<file path="src/rtl/dram_pkg.sv">
// dram_pkg: size codes, FSM state encoding and request record shared by the
// data-RAM controller and its lane-merge helper.
package dram_pkg;

   localparam int unsigned DATA_W     = 32;
   localparam int unsigned DEF_ADDR_W = 14;
   localparam int unsigned RD_LAT     = 1;

   localparam logic [1:0] SIZE_B = 2'b00;
   localparam logic [1:0] SIZE_H = 2'b01;
   localparam logic [1:0] SIZE_W = 2'b10;

   typedef enum logic [2:0] {
      ST_IDLE     = 3'd0,
      ST_RD_ISSUE = 3'd1,
      ST_RD_DATA  = 3'd2,
      ST_WRITE    = 3'd3,
      ST_ERR      = 3'd4
   } state_t;

   // Request fields captured on accept; the requester may change req_* afterwards.
   typedef struct packed {
      logic              we;
      logic [1:0]        size;
      logic              is_unsigned;
      logic [1:0]        lane;
      logic [DATA_W-1:0] wdata;
   } req_t;

   // The reserved size code 11 behaves as a word access.
   function automatic logic is_word(input logic [1:0] size);
      return (size == SIZE_W) || (size == 2'b11);
   endfunction

endpackage

</file>
<file path="src/rtl/dram_ctrl_store_merge.sv">
// store_merge: lane select for sub-word accesses; produces the read-modify-write
// word and the sign/zero-extended load result from the same lane.
module store_merge
   import dram_pkg::*;
(
   input  logic [DATA_W-1:0] old_word,
   input  logic [DATA_W-1:0] wdata,
   input  logic [1:0]        size,
   input  logic [1:0]        lane,
   input  logic              is_unsigned,
   output logic [DATA_W-1:0] merged,
   output logic [DATA_W-1:0] load_data
);

   logic [7:0]  byte_v;
   logic [15:0] half_v;

   always_comb begin
      merged    = old_word;
      load_data = old_word;
      byte_v    = old_word[{lane, 3'b000} +: 8];
      half_v    = old_word[{lane[1], 4'b0000} +: 16];
      case (size)
         SIZE_B: begin
            merged[{lane, 3'b000} +: 8] = wdata[7:0];
            load_data = {{24{~is_unsigned & byte_v[7]}}, byte_v};
         end
         SIZE_H: begin
            // addr[0] never selects a half lane; misalignment is handled upstream.
            merged[{lane[1], 4'b0000} +: 16] = wdata[15:0];
            load_data = {{16{~is_unsigned & half_v[15]}}, half_v};
         end
         default: begin
            merged    = wdata;
            load_data = old_word;
         end
      endcase
   end

endmodule

</file>
<file path="src/rtl/dram_ctrl.sv">
// dram_ctrl: load/store responder driving a single-port RAM with 1-cycle read latency.
// Define DRAM_ALIGN_CHECK_EN to reject misaligned half/word accesses with rsp_err.
module dram_ctrl
   import dram_pkg::*;
#(
   parameter int unsigned ADDR_W = DEF_ADDR_W
) (
   input  logic              clk,
   input  logic              rst_n,
   input  logic              req_valid,
   output logic              req_ready,
   input  logic              req_we,
   input  logic [1:0]        req_size,
   input  logic              req_unsigned,
   input  logic [31:0]       req_addr,
   input  logic [DATA_W-1:0] req_wdata,
   output logic              rsp_valid,
   output logic [DATA_W-1:0] rsp_rdata,
   output logic              rsp_err,
   output logic              ram_en,
   output logic              ram_we,
   output logic [ADDR_W-1:0] ram_addr,
   output logic [DATA_W-1:0] ram_wdata,
   input  logic [DATA_W-1:0] ram_rdata
);

   state_t            state;
   req_t              req_q;
   logic              misaligned_c;
   logic [DATA_W-1:0] merged_c;
   logic [DATA_W-1:0] load_c;
   logic              unused_addr_hi;

   assign unused_addr_hi = ^req_addr[31:ADDR_W+2];

`ifdef DRAM_ALIGN_CHECK_EN
   assign misaligned_c = ((req_size == SIZE_H) && req_addr[0])
                       || (is_word(req_size) && (req_addr[1:0] != 2'b00));
`else
   assign misaligned_c = 1'b0;
`endif

   store_merge u_store_merge (
      .old_word    (ram_rdata),
      .wdata       (req_q.wdata),
      .size        (req_q.size),
      .lane        (req_q.lane),
      .is_unsigned (req_q.is_unsigned),
      .merged      (merged_c),
      .load_data   (load_c)
   );

   // Load data is only meaningful in the cycle the RAM returns it.
   assign rsp_rdata = ((state == ST_RD_DATA) && !req_q.we) ? load_c : '0;

   // Controller FSM; every output except rsp_rdata is set for the following cycle.
   always_ff @(posedge clk or negedge rst_n) begin
      if (!rst_n) begin
         state     <= ST_IDLE;
         req_q     <= '0;
         req_ready <= 1'b1;
         rsp_valid <= 1'b0;
         rsp_err   <= 1'b0;
         ram_en    <= 1'b0;
         ram_we    <= 1'b0;
         ram_addr  <= '0;
         ram_wdata <= '0;
      end else begin
         rsp_valid <= 1'b0;
         rsp_err   <= 1'b0;
         ram_en    <= 1'b0;
         ram_we    <= 1'b0;
         case (state)
            ST_IDLE: begin
               if (req_valid) begin
                  req_q     <= '{we: req_we, size: req_size, is_unsigned: req_unsigned,
                                 lane: req_addr[1:0], wdata: req_wdata};
                  ram_addr  <= req_addr[ADDR_W+1:2];
                  req_ready <= 1'b0;
                  if (misaligned_c) begin
                     state     <= ST_ERR;
                     rsp_valid <= 1'b1;
                     rsp_err   <= 1'b1;
                  end else if (req_we && is_word(req_size)) begin
                     state     <= ST_WRITE;
                     ram_en    <= 1'b1;
                     ram_we    <= 1'b1;
                     ram_wdata <= req_wdata;
                     rsp_valid <= 1'b1;
                  end else begin
                     state  <= ST_RD_ISSUE;
                     ram_en <= 1'b1;
                  end
               end
            end
            ST_RD_ISSUE: begin
               state     <= ST_RD_DATA;
               rsp_valid <= !req_q.we;
            end
            ST_RD_DATA: begin
               if (req_q.we) begin
                  state     <= ST_WRITE;
                  ram_wdata <= merged_c;
                  ram_en    <= 1'b1;
                  ram_we    <= 1'b1;
                  rsp_valid <= 1'b1;
               end else begin
                  state     <= ST_IDLE;
                  req_ready <= 1'b1;
               end
            end
            default: begin
               state     <= ST_IDLE;
               req_ready <= 1'b1;
            end
         endcase
      end
   end

endmodule

</file>
<file path="config.mk">
export PLATFORM = sky130hd
export DESIGN_NAME = dram_ctrl
export DESIGN_NICKNAME = d
export VERILOG_FILES = /design/src/rtl/dram_pkg.sv /design/src/rtl/dram_ctrl_store_merge.sv /design/src/rtl/dram_ctrl.sv
export SDC_FILE = /design/constraint.sdc
export NUM_CORES = 1
export LEC_CHECK = 0
export CORE_MARGIN = 10
export CORE_UTILIZATION = 37
export CTS_CLUSTER_SIZE = 16
export DETAILED_ROUTE_END_ITERATION = 10
export GPL_TIMING_DRIVEN = 0
export PLACE_DENSITY_LB_ADDON = 0.2
export SETUP_SLACK_MARGIN = 0.4
export SKIP_LAST_GASP = 1
export SYNTH_ARGS = -nofsm -noshare
export SYNTH_HDL_FRONTEND = slang
export SYNTH_SLANG_ARGS = --single-unit
</file>
<file path="constraint.sdc">
create_clock -name clk -period 2.8 [get_ports clk]
set_input_delay 0.28 -clock clk [delete_from_list [all_inputs] [get_ports clk]]
set_output_delay 0.28 -clock clk [all_outputs]
set_load 0.005 [all_outputs]
</file>
# After elaboration in Yosys (flattened, before gate mapping)

Index checks and enable logic that the tools add are counted.
Widths: inputs -> output; s select.

Bits of input ports: 103
Register bits after elaboration: 91
Output and inout bits: 83
Logic and storage cells: 66

Add/subtract/negate cells: 2
Bitwise gates (word level): 4
Reductions and logical operators: 10
Mux-type cells: 23
Shifts and indexed selects: 6
Equal/unequal tests: 9

Operators with widths:

| cell                    | count |
|---|---|
| $pmux 32 s2             | 3 |
| $mux 32                 | 4 |
| $bwmux 32               | 2 |
| $shift 16x7->32 const A | 1 |
| $shift 8x7->32 const A  | 1 |
| $shiftx 16x7->32        | 1 |
| $shiftx 32x6->16        | 1 |
| $shiftx 32x6->8         | 1 |
| $shiftx 8x7->32         | 1 |
| $neg 5->7               | 2 |
| $pmux 3 s3              | 1 |
| $ne 2x2->1 const B      | 4 |
| $mux 1                  | 6 |
| $pmux 1 s3              | 2 |
| $eq 2x2->1 const B      | 2 |
| $mux 2                  | 2 |
| $pmux 1 s2              | 2 |
| $reduce_and 4->1        | 1 |
| $eq 3x1->1 const B      | 1 |
| $eq 3x2->1 const B      | 1 |
| $logic_not 3->1         | 1 |
| $mux 3                  | 1 |
| $reduce_and 3->1        | 1 |
| $and 1x1->1             | 2 |
| other kinds (8)         | 10 |

# Depth between registers and ports, before layout

Word-level depth: 6
Mapped depth: 11
Mapped depth without buffers: 6

# Hierarchy

A second synthesis with hierarchy kept.

Cells, all modules: 664
Area, all modules: 5657.9 µm²

Modules (own cells, without submodules):

| module      | cells each | seq. area each (µm²) | times used | area each (µm²) |
|---|---|---|---|---|
| dram_ctrl   | 429        | 2253.4               | 1          | 3996.3 |
| store_merge | 235        | 0.0                  | 1          | 1661.6 |

# Worst setup path before layout

No wires, ideal clock.

Path kind: flip-flop to flip-flop
Start point: register req_q[33] (netlist bit)
End point: register ram_wdata[22]
Path slack: 0.162 ns
Data arrival time: 2.543 ns
Buffers on the path: 5
Stages on the path, launching flop included: 12
Period minus slack after synthesis: 2.638 ns
Setup time: 0.095 ns
Required time: 2.705 ns
Path through: dfrtp_1 > buf_4 > buf_2 > buf_2 > clkinv_1 > ha_1 > nor2b_1 > clkbuf_1 > and4_1 > clkbuf_1 > a221oi_1 > o31ai_1

Cells in the longest elaborated chain, start to end: 6
Elaborated cells between the ends (all ways): 11
Those cells by class: add/sub (2); shift (4); mux (5)

Ends and longest elaborated chain:

| what                                           | line                                                     | text |
|---|---|---|
| start, declared                                | dram_ctrl.sv:28                                          | `req_t req_q;` |
| start signal, assigned                         | dram_ctrl.sv:76                                          | `req_q <= '{we: req_we, size: req_size, is_unsigned: req_unsigned,` |
| $neg 5->7, on equally long branches            | dram_ctrl_store_merge.sv:30, dram_ctrl_store_merge.sv:25 |  |
| $shiftx 16x7->32, or another cell as far along | dram_ctrl_store_merge.sv:30                              | `merged[{lane[1], 4'b0000} +: 16] = wdata[15:0];` |
| $bwmux 32, on equally long branches            | dram_ctrl_store_merge.sv:30, dram_ctrl_store_merge.sv:25 |  |
| $pmux 32 s2 *                                  | dram_ctrl_store_merge.sv:23                              | `case (size)` |
| $mux 32 *                                      | dram_ctrl.sv:101                                         | `if (req_q.we) begin` |
| $pmux 32 s2 *                                  | dram_ctrl.sv:73                                          | `case (state)` |
| end signal, assigned                           | dram_ctrl.sv:88                                          | `ram_wdata <= req_wdata;` |
| end signal, assigned                           | dram_ctrl.sv:103                                         | `ram_wdata <= merged_c;` |
| end, declared                                  | dram_ctrl.sv:23                                          | `output logic [DATA_W-1:0] ram_wdata,` |

Every way passes the cells marked *; elsewhere a longest branch is shown, timed or not. The select of a mux whose other input is x is not followed.
A chain may end at the register's enable or synchronous reset.

# Worst setup path in the final report

Start point: register req_q[33] (netlist bit)
End point: output rsp_rdata[20]

Cells in the longest elaborated chain, start to end: 4
Elaborated cells between the ends (all ways): 6
Those cells by class: shift (2); mux (2); bitwise (2)

Ends and longest elaborated chain:

| what                                                | line                                                     | text |
|---|---|---|
| $shiftx 32x6->16 or $shiftx 32x6->8 (tied branches) | dram_ctrl_store_merge.sv:22, dram_ctrl_store_merge.sv:21 |  |
| $and 1x1->1, on equally long branches               | dram_ctrl_store_merge.sv:31, dram_ctrl_store_merge.sv:26 |  |
| $pmux 32 s2 *                                       | dram_ctrl_store_merge.sv:23                              |  |
| $mux 32 *                                           | dram_ctrl.sv:54                                          | `assign rsp_rdata = ((state == ST_RD_DATA) && !req_q.we) ? load_c : '0;` |
| end, declared                                       | dram_ctrl.sv:18                                          | `output logic [DATA_W-1:0] rsp_rdata,` |

Every way passes the cells marked *; elsewhere a longest branch is shown, timed or not.

==> impl_metrics.sql <==
INSERT INTO impl_metrics (metric_group, metric, value, unit) VALUES
('outcome', 'outcome', 'complete, no violations', ''),
('routing', 'finalWirelength', '22300', 'um'),
('critical_path', 'startpoint_type', 'flip-flop', ''),
('die', 'core_region_area', '13900', 'um2'),
('synthesis', 'synth_area_in_adders', '0.0119', ''),
('routing', 'drt-pass1-iter-count', '4', ''),
('min_path', 'holdCritPathClass', 'input port to async pin', ''),
('critical_path', 'crit_type', 'flip-flop to primary output', ''),
('synthesis', 'unique_cell_type_count_in_the_yosys_netlist', '48', ''),
('cts', 'clkSlewWorstSetupHoldPaths', '0.07', 'ns'),
('global_route', 'first_global_vias', '5405', ''),
('die', 'rows', '43', ''),
('critical_path', 'worst_r2r_path_depth', '7', ''),
('synthesis', 'multiplexer_area_fraction_after_synthesis', '0.156', ''),
('placement', 'placedCellCount', '865', ''),
('sta', 'finalMaxSlewViolations', '0', ''),
('routing', 'vias', '5253', ''),
('synthesis', 'yosys_register_bits', '90', ''),
('sta', 'tightest_slew', '0.959', 'ns'),
('routing', 'detail_route.iter0.violations', '373', ''),
('layout', 'post_layout_nonfiller_instances', '918', ''),
('synthesis', 'synth_seq_area_share', '0.427', ''),
('synthesis', 'synthesis.area_per_instance', '10.2', 'um2'),
('sta', 'achievable-frequency', '0.380', 'GHz'),
('critical_path', 'timing.critical_path.to', 'rsp_rdata[20]', ''),
('power_and_ir_drop', 'worst_ir_drop_vdd', '0.602', 'mV'),
('synthesis', 'synth-compound-area-share', '0.233', ''),
('routing', 'vias_per_cell', '5.72', ''),
('cts', 'clock_sink_count', '90', ''),
('critical_path', 'rr_startpoint', 'req_q[32]', ''),
('sta', 'setup-violations-final', '0', ''),
('synthesis', 'synth.most_common_cell', 'dfrtp_1', ''),
('synthesis', 'synthXorXnorAreaFrac', '0', ''),
('layout', 'synthToLayoutAreaGrowth', '56.2', '%'),
('cts', 'tritoncts', 'done', ''),
('cts', 'clock-root-buffer', 'clkbuf_16', ''),
('flow_run', 'maxCapViolations', '0', ''),
('layout', 'antenna_cells_inserted', '0', ''),
('critical_path', 'worst_setup_path_startpoint', 'req_q[33]', ''),
('sta', 'hold_violations', '0', ''),
('die', 'die-width', '139', 'um'),
('global_route', 'wire_length_of_the_first_global_routing_pass', '34000', 'um'),
('layout', 'design.final.nets', '841', ''),
('critical_path', 'crit_path_top_delay_cell', 'dfrtp_1', ''),
('placement', 'i_o_buffers', '168', ''),
('cts', 'worst_skew_pair.late_latency', '0.35', 'ns'),
('routing', 'antenna_left', '0', ''),
('synthesis', 'synth_simple_gate_area_frac', '0.124', ''),
('synthesis', 'synth_edf_count', '0', ''),
('sta', 'rsz0062_at_grt', 'yes', ''),
('synthesis', 'net_count_after_synthesis', '624', ''),
('sta', 'layout_worst_path_cycle_share', '0.940', ''),
('power_and_ir_drop', 'pwr_density_cell', '1150', 'nW/um2'),
('synthesis', 'synth.cell_area', '5270', 'um2'),
('global_route', 'global_route.usage.total', '0.223', ''),
('global_route', 'grt_antenna_before_repair', '0', ''),
('routing', 'drcViolationCount', '0', ''),
('critical_path', 'worst-endpoint-required', '2.52', 'ns'),
('synthesis', 'ys_async_sr_fraction', '1.00', ''),
('die', 'design.die.area', '19400', 'um2'),
('placement', 'gp_routability_congestion', '0.898', ''),
('sta', 'timing.setup.tns', '0', 'ns'),
('synthesis', 'synth-warning-count', '0', ''),
('die', 'num_io_pins', '186', ''),
('placement', 'cell_area_reported_after_detailed_placement', '7210', 'um2'),
('synthesis', 'area_fraction_of_the_dominant_cell_type_after_synthesis', '0.423', ''),
('layout', 'drive_above_1_share', '0.316', ''),
('power_and_ir_drop', 'leakagePower', '3.66', 'nW'),
('critical_path', 'critPathMaxFanout', '5', ''),
('synthesis', 'synth_top_family_by_area', 'compound AO/OA/AOI/OAI gates', ''),
('placement', 'place_hpwl', '17100', 'um');
==> report_power, final <==
| group | internal, W | switching (W) | total [W] |
|---|---|---|---|
| registers | 0.00196 | 0.000644 | 0.00261 |
| clock network | 0.000704 | 0.000558 | 0.00126 |
| logic | 0.00285 | 0.00274 | 0.00559 |
| total | 0.00552 | 0.00394 | 0.00946 |
==> cells by family after synthesis <==
kind of cell             count (synthesis)
multiplexers                            73
AND/OR/NAND/NOR                        133
buffers and inverters                   56
flip-flops                              90
adder cells (fa/ha/maj)                  5
AO/OA/AOI/OAI                          158
other                                    1
==> layout by cell type (no fill, tap or decap), types with 8 or more instances in the layout <==
master,instances
a221o_1,16
o31ai_1,29
a21o_1,16
dfrtp_1,87
a221oi_2,18
buf_2,26
nor2_1,39
mux2i_1,9
clkbuf_16,9
clkbuf_1,8
buf_4,30
mux2_2,62
o21ai_0,23
clkdlybuf4s50_1,134
nand2_1,41
nand4_1,12
buf_6,21
==> worst min path at each step <==
stage | depth (start not counted) | from | to | slack, ns
finish | 2 | rst_n | ram_addr[7] | 0.48
global route | 2 | ram_wdata[31] | ram_wdata[31] | 0.50
CTS | 3 | req_addr[1] | req_q[33] | 0.48
detailed placement | 1 | rst_n | ram_addr[11] | 0.35
global placement | 2 | ram_wdata[0] | ram_wdata[0] | 0.46
floorplan | 0 | rst_n | ram_addr[0] | -0.02
==> per-stage QoR <==
step	setup WS [ns]	power (W)	util	hold WS (ns)
after floorplan	0.441	0.00495	-	-0.0156
after global placement	-1.85	0.00712	0.516	0.463
after detailed placement	-0.421	0.00719	0.517	0.347
after CTS	0.115	0.00896	0.568	0.485
after global routing	0.0961	0.0100	0.591	0.505
final	0.167	0.00946	0.591	0.481
==> what timing repair did <==
item                                    CTS  global route
resized for setup                       179            56
hold buffers                              1             0
endpoints found under the setup margin   64            60
setup buffers                            15            20
endpoints found under the hold margin    46             0
cloned                                    1             0
pin swaps                                10            17
==> critical path: cells and delay by family, from the launching register on <==
family          cells  cell delay [ns]
compound gates      2             0.36
buf+inv             6             0.73
flops               1             0.40
mux                 1             0.15
simple gates        1             0.35
==> registers in the layout (all words and copies together), names as in the netlist <==
register	flops
ram_addr	14
ram_en	1
ram_wdata	32
ram_we	1
req_q	38
req_ready	1
rsp_valid	1
state	2
==> cell type report <==
cell class	instances	area, um2
Clock buffer	10	229
Timing Repair Buffer	206	1960
Tap cell	180	225
Multi-Input combinational cell	370	3090
Fill cell	1204	5700
Clock inverter	6	73.8
Inverter	9	48.8
Sequential cell	90	2260
Buffer	47	348
==> layer usage <==
layer	global-route usage	wire [um]	part of all wire
met5	0	0	0
met1	0.298	9630	0.43
met4	0.0697	400	0.018
met2	0.357	10700	0.48
met3	0.0391	1530	0.069
(Power assumes the default switching activity.)
